## config.mk

```make
export PLATFORM = sky130hd
export DESIGN_NAME = axilite_uart_tx_feeder
export DESIGN_NICKNAME = d
export VERILOG_FILES = /design/src/rtl/axilite_uart_tx_feeder.sv
export SDC_FILE = /design/constraint.sdc
export NUM_CORES = 1
export LEC_CHECK = 0
export ABC_AREA = 0
export ABC_CLOCK_PERIOD_IN_PS = 5100
export BUFFER_PORTS_ARGS = -buffer_cell sky130_fd_sc_hd__buf_2
export CAP_MARGIN = 20
export CORE_MARGIN = 2
export CORE_UTILIZATION = 55
export DETAILED_ROUTE_END_ITERATION = 6
export PLACE_DENSITY = 0.85
export SETUP_SLACK_MARGIN = 0.05
export SYNTH_ARGS = -nofsm -noshare
export SYNTH_HDL_FRONTEND = slang
export SYNTH_SLANG_ARGS = --single-unit
```

## constraint.sdc

```tcl
create_clock -name clock_i -period 5.1 [get_ports clock_i]
set_input_delay 0.255 -clock clock_i [delete_from_list [all_inputs] [get_ports clock_i]]
set_output_delay 0.255 -clock clock_i [all_outputs]
set_load 0.05 [all_outputs]
```

## src/rtl/axilite_uart_tx_feeder.sv

```systemverilog
// axilite_uart_tx_feeder: byte FIFO drained into an AXI-lite UART by polling STATUS then writing TXDATA.
// Optional TX_FEEDER_ERR_CNT_EN adds err_count_o and retries the status read on an rresp error.
module axilite_uart_tx_feeder #(
  parameter logic [31:0] UART_BASE_ADDR = 32'h0000_0000,
  parameter int          FIFO_DEPTH     = 16
) (
  input  logic                          clock_i,
  input  logic                          reset_ni,
  input  logic [7:0]                    s_data_i,
  input  logic                          s_valid_i,
  output logic                          s_ready_o,
  output logic [31:0]                   m_axilite_awaddr,
  output logic [2:0]                    m_axilite_awprot,
  output logic                          m_axilite_awvalid,
  input  logic                          m_axilite_awready,
  output logic [31:0]                   m_axilite_wdata,
  output logic [3:0]                    m_axilite_wstrb,
  output logic                          m_axilite_wvalid,
  input  logic                          m_axilite_wready,
  input  logic [1:0]                    m_axilite_bresp,
  input  logic                          m_axilite_bvalid,
  output logic                          m_axilite_bready,
  output logic [31:0]                   m_axilite_araddr,
  output logic [2:0]                    m_axilite_arprot,
  output logic                          m_axilite_arvalid,
  input  logic                          m_axilite_arready,
  input  logic [31:0]                   m_axilite_rdata,
  input  logic [1:0]                    m_axilite_rresp,
  input  logic                          m_axilite_rvalid,
  output logic                          m_axilite_rready,
  output logic [$clog2(FIFO_DEPTH):0]   fifo_count_o,
  output logic                          busy_o
`ifdef TX_FEEDER_ERR_CNT_EN
  ,
  output logic [7:0]                    err_count_o
`endif
);
  localparam int AW = $clog2(FIFO_DEPTH);
  typedef enum logic [2:0] {IDLE, RD_STAT, WAIT_R, WR_TX, WAIT_B} state_t;
  state_t        r_state, w_next;
  logic [7:0]    r_mem [FIFO_DEPTH];
  logic [AW-1:0] r_wr_ptr, r_rd_ptr;
  logic [AW:0]   r_count;
  logic          r_aw_done, r_w_done;
  logic          w_push, w_pop, w_aw_ok, w_w_ok, w_rerr, w_unused;
  assign s_ready_o    = r_count != (AW+1)'(FIFO_DEPTH);
  assign fifo_count_o = r_count;
  assign busy_o       = (r_state != IDLE) || (r_count != '0);
  assign w_push       = s_valid_i && s_ready_o;
  assign w_pop        = (r_state == WAIT_B) && m_axilite_bvalid;
  assign w_aw_ok      = r_aw_done || m_axilite_awready;
  assign w_w_ok       = r_w_done || m_axilite_wready;
`ifdef TX_FEEDER_ERR_CNT_EN
  logic [7:0] r_err;
  logic       w_err;
  assign w_rerr      = m_axilite_rresp != 2'b00;
  assign w_err       = (w_pop && m_axilite_bresp != 2'b00) || ((r_state == WAIT_R) && m_axilite_rvalid && w_rerr);
  assign err_count_o = r_err;
  assign w_unused    = ^{m_axilite_rdata[31:4], m_axilite_rdata[2:0]};
  always_ff @(posedge clock_i or negedge reset_ni)
    if (!reset_ni) r_err <= '0;
    else if (w_err && r_err != 8'hFF) r_err <= r_err + 8'd1;
`else
  assign w_rerr   = 1'b0;
  assign w_unused = ^{m_axilite_rdata[31:4], m_axilite_rdata[2:0], m_axilite_bresp, m_axilite_rresp};
`endif
  always_ff @(posedge clock_i)
    if (w_push) r_mem[r_wr_ptr] <= s_data_i;
  // pointers are AW bits wide, so increment wraps modulo FIFO_DEPTH
  always_ff @(posedge clock_i or negedge reset_ni)
    if (!reset_ni) begin
      r_wr_ptr <= '0;
      r_rd_ptr <= '0;
      r_count  <= '0;
    end else begin
      r_wr_ptr <= r_wr_ptr + AW'(w_push);
      r_rd_ptr <= r_rd_ptr + AW'(w_pop);
      r_count  <= r_count + (AW+1)'(w_push) - (AW+1)'(w_pop);
    end
  // per-channel acceptance flags let AW and W complete in different cycles
  always_ff @(posedge clock_i or negedge reset_ni)
    if (!reset_ni) begin
      r_state   <= IDLE;
      r_aw_done <= 1'b0;
      r_w_done  <= 1'b0;
    end else begin
      r_state   <= w_next;
      r_aw_done <= (r_state == WR_TX) && (w_next == WR_TX) && w_aw_ok;
      r_w_done  <= (r_state == WR_TX) && (w_next == WR_TX) && w_w_ok;
    end
  always_comb begin
    w_next = r_state;
    case (r_state)
      IDLE:    w_next = (r_count != '0) ? RD_STAT : IDLE;
      RD_STAT: w_next = m_axilite_arready ? WAIT_R : RD_STAT;
      WAIT_R:  w_next = !m_axilite_rvalid ? WAIT_R : (m_axilite_rdata[3] || w_rerr) ? RD_STAT : WR_TX;
      WR_TX:   w_next = (w_aw_ok && w_w_ok) ? WAIT_B : WR_TX;
      WAIT_B:  w_next = m_axilite_bvalid ? IDLE : WAIT_B;
      default: w_next = IDLE;
    endcase
  end
  always_comb begin
    m_axilite_arvalid = r_state == RD_STAT;
    m_axilite_araddr  = m_axilite_arvalid ? UART_BASE_ADDR + 32'h8 : 32'h0;
    m_axilite_arprot  = 3'b000;
    m_axilite_rready  = r_state == WAIT_R;
    m_axilite_awvalid = (r_state == WR_TX) && !r_aw_done;
    m_axilite_wvalid  = (r_state == WR_TX) && !r_w_done;
    m_axilite_awaddr  = (r_state == WR_TX) ? UART_BASE_ADDR + 32'h4 : 32'h0;
    m_axilite_awprot  = 3'b000;
    m_axilite_wdata   = (r_state == WR_TX) ? {24'h0, r_mem[r_rd_ptr]} : 32'h0;
    m_axilite_wstrb   = (r_state == WR_TX) ? 4'b0001 : 4'b0000;
    m_axilite_bready  = r_state == WAIT_B;
  end
endmodule

```

==> impl_metrics.json <==
{
  "drv_slew": 0,
  "die_y_microns": 114.2,
  "timing.final.crit_share_pct": 61.08,
  "dp_hpwl_microns": 7843,
  "power_density_nw_per_um2": 572.0,
  "max_stage_delay_ns": 0.93,
  "syn_area_sq_um": 6684,
  "start_kind": "flip-flop",
  "cp_top_family": "flip-flops",
  "wl_per_cell_microns": 18.65,
  "gp_congestion": 0.7599,
  "area_growth_pct": 8.049,
  "grt_overflow_total": 0,
  "fin_nets": 556,
  "clock_path_buffers": 2,
  "io_pins": 170,
  "clkSinkCount": 146,
  "ys_seq_elements": 146,
  "detailedRoute.firstIterationViolations": 262,
  "drv_cap": 0,
  "drive_gt1_share_pct": 19.76,
  "slew_headroom_pct": 39.52,
  "drtAntennaViolNets": 0,
  "path_class": "flip-flop to output pin",
  "clk_pin_slew_worst_paths_ns": 0.06,
  "leakage_uw": 0.002683,
  "worstPathArrival_ns": 2.86,
  "fin_skew_ns": 0.008730,
  "cts.repair.resized": 0,
  "max_slew.worst_pin.slew_ns": 0.9072,
  "power_uw": 4131,
  "post-route-min-period_ns": 3.115,
  "cts_tree": "done",
  "fp.dieW_microns": 114.2,
  "numCtsBuffers": 17,
  "synth_ff_type": "edfxtp_1",
  "grt_max_degree": 31,
  "finalSetupViolCount": 0,
  "grtUsageTotal_pct": 19.35,
  "num_vias": 3535,
  "cp_max_fo": 18,
  "die_area_sq_um": 13050,
  "synth-edff-count": 128,
  "critPathBufInv": 2,
  "netlist_instances": 446,
  "synthArstFlopShare_pct": 12.33,
  "tns_ns": 0,
  "insertion_delay_ns": 0.42,
  "io_buffers": 39,
  "timing.fmax_ghz": 0.3210,
  "layout_common_cells": "edfxtp_1, conb_1, buf_2",
  "post_cts_buffers": 0,
  "ys.warnings.count": 0,
  "crit_path_cell_trace": "nor2_1, buf_6, a22oi_1, nand3_1, o31ai_1, buf_2",
  "yosysTopAreaCellShare_pct": 57.51,
  "initial_core_util_pct": 55.88,
  "synth_seq_area_share_pct": 64.25,
  "cts_hold_buf": 1,
  "ir_drop_mv": 0.2836,
  "antenna_found_initial": 0,
  "final_common_cell": "edfxtp_1",
  "crit_path_top_delay_cell": "dfrtp_1",
  "drc": 0,
  "root_buffer": "clkbuf_16",
  "synth_top_area_cell": "edfxtp_1",
  "finalWirelength_microns": 12180,
  "post-route-util_pct": 60.38,
  "grt_pass1_wl_microns": 18110,
  "r2r_slack_ns": 2.68,
  "hold_viol_final": 0,
  "status": "complete, no violations",
  "end_kind": "output pin",
  "ys_top_cells_by_area": "edfxtp_1, buf_4, dfrtp_1",
  "grt_pass1_vias": 3315,
  "cts_max_level": 4,
  "rsz0062_at_grt": "no",
  "diodes": 0,
  "worst_ep_required_time_ns": 4.85,
  "drtPass1Iterations": 5,
  "vias_per_cell": 5.413,
  "min_path_type": "input port to flip-flop",
  "ys_types": 38,
  "postSynthAreaPerCell_sq_um": 14.99,
  "core-area_sq_um": 11960,
  "rows": 40
}
## sequential cells by signal (all words and copies together), names as in the netlist
| signal | count |
|---|---|
| r_mem | 128 |
| r_w_done | 1 |
| fifo_count_o | 5 |
| r_rd_ptr | 4 |
| r_aw_done | 1 |
| r_state | 3 |
| r_wr_ptr | 4 |
## tightest hold or removal path: stages
cell,delay [ns]
buf_2,0.09
nand2_1,0.04
nand4_1,0.08
## worst paths after layout
kind,startpoint,to,cells after the start
worst min register to register,r_rd_ptr[3],r_rd_ptr[3],1
min in group asynchronous,reset_ni,fifo_count_o[4],2
max in group asynchronous,reset_ni,r_rd_ptr[1],2
worst max register to register,r_state[2],fifo_count_o[4],9
worst max-delay path,r_rd_ptr[0],m_axilite_wdata[5],6
worst min-delay path,m_axilite_rvalid,r_state[0],3
## per-layer routing
metal	part of all wire [%]	vias up	track usage [%]	routed length, microns
met5	0	-	0	0
met3	7.2	27	5.770	880
met4	2.7	0	8.618	330
met1	38	1743	23.48	4673
met2	52	210	32.26	6295
li1	-	1555	-	-
## metrics by stage
step                area, sq um  hold slack [ns]  instances  setup WS, ns
floorplan                  7037         -0.04059        540         1.889
global placement           6639           0.1901        621         2.408
detailed placement         6639           0.2050        621         2.361
CTS                        7211          0.07805        652         1.853
global route               7222          0.09594        653         1.801
finish                     7222          0.08547        653         1.985
## synth_stat cells, types with 2 or more instances
master and count:
edfxtp_1 128, buf_4 102, mux2i_1 29, nor2_1 22, dfrtp_1 18, mux2_2 15, nand2b_1 12, mux4_2 11
nand2_1 11, nand3_1 9, a22oi_1 8, ha_1 8, o22ai_1 8, a22o_1 7, o31ai_1 7, inv_1 5
nor3_1 5, xnor2_1 5, xor2_1 5, buf_2 4, nand3b_1 3, nor3b_1 3, a21oi_1 2, buf_6 2
clkbuf_1 2, nand4_1 2, nor2b_1 2
## cell families after synthesis
group / count (synthesis) / share of synthesized area (%)
xor+xnor: 10 / 1.310
simple gates: 75 / 5.766
mux: 55 / 10.58
other cells: 1 / 0.05610
flops: 146 / 64.25
buf+inv: 115 / 12.49
fa+ha+maj: 9 / 1.797
compound gates: 35 / 3.763
## power by group
part | switching (uW) | leakage [uW] | internal, uW | total [uW]
Clock | 469 | 0.000271 | 713 | 1180
Sequential | 165 | 0.00138 | 1470 | 1630
Combinational | 875 | 0.00103 | 439 | 1310
Total | 1510 | 0.00268 | 2620 | 4130
## final cells by class
| type | instances | area (sq um) |
|---|---|---|
| tap | 147 | 183.9 |
| multi-input combinational | 279 | 1908 |
| clock inverter | 13 | 136.4 |
| sequential | 146 | 4295 |
| fill | 826 | 4740 |
| clock buffer | 17 | 425.4 |
| timing repair buffer | 46 | 254.0 |
| inverter | 5 | 18.77 |
Note: power is estimated with default switching activity, not from simulation.
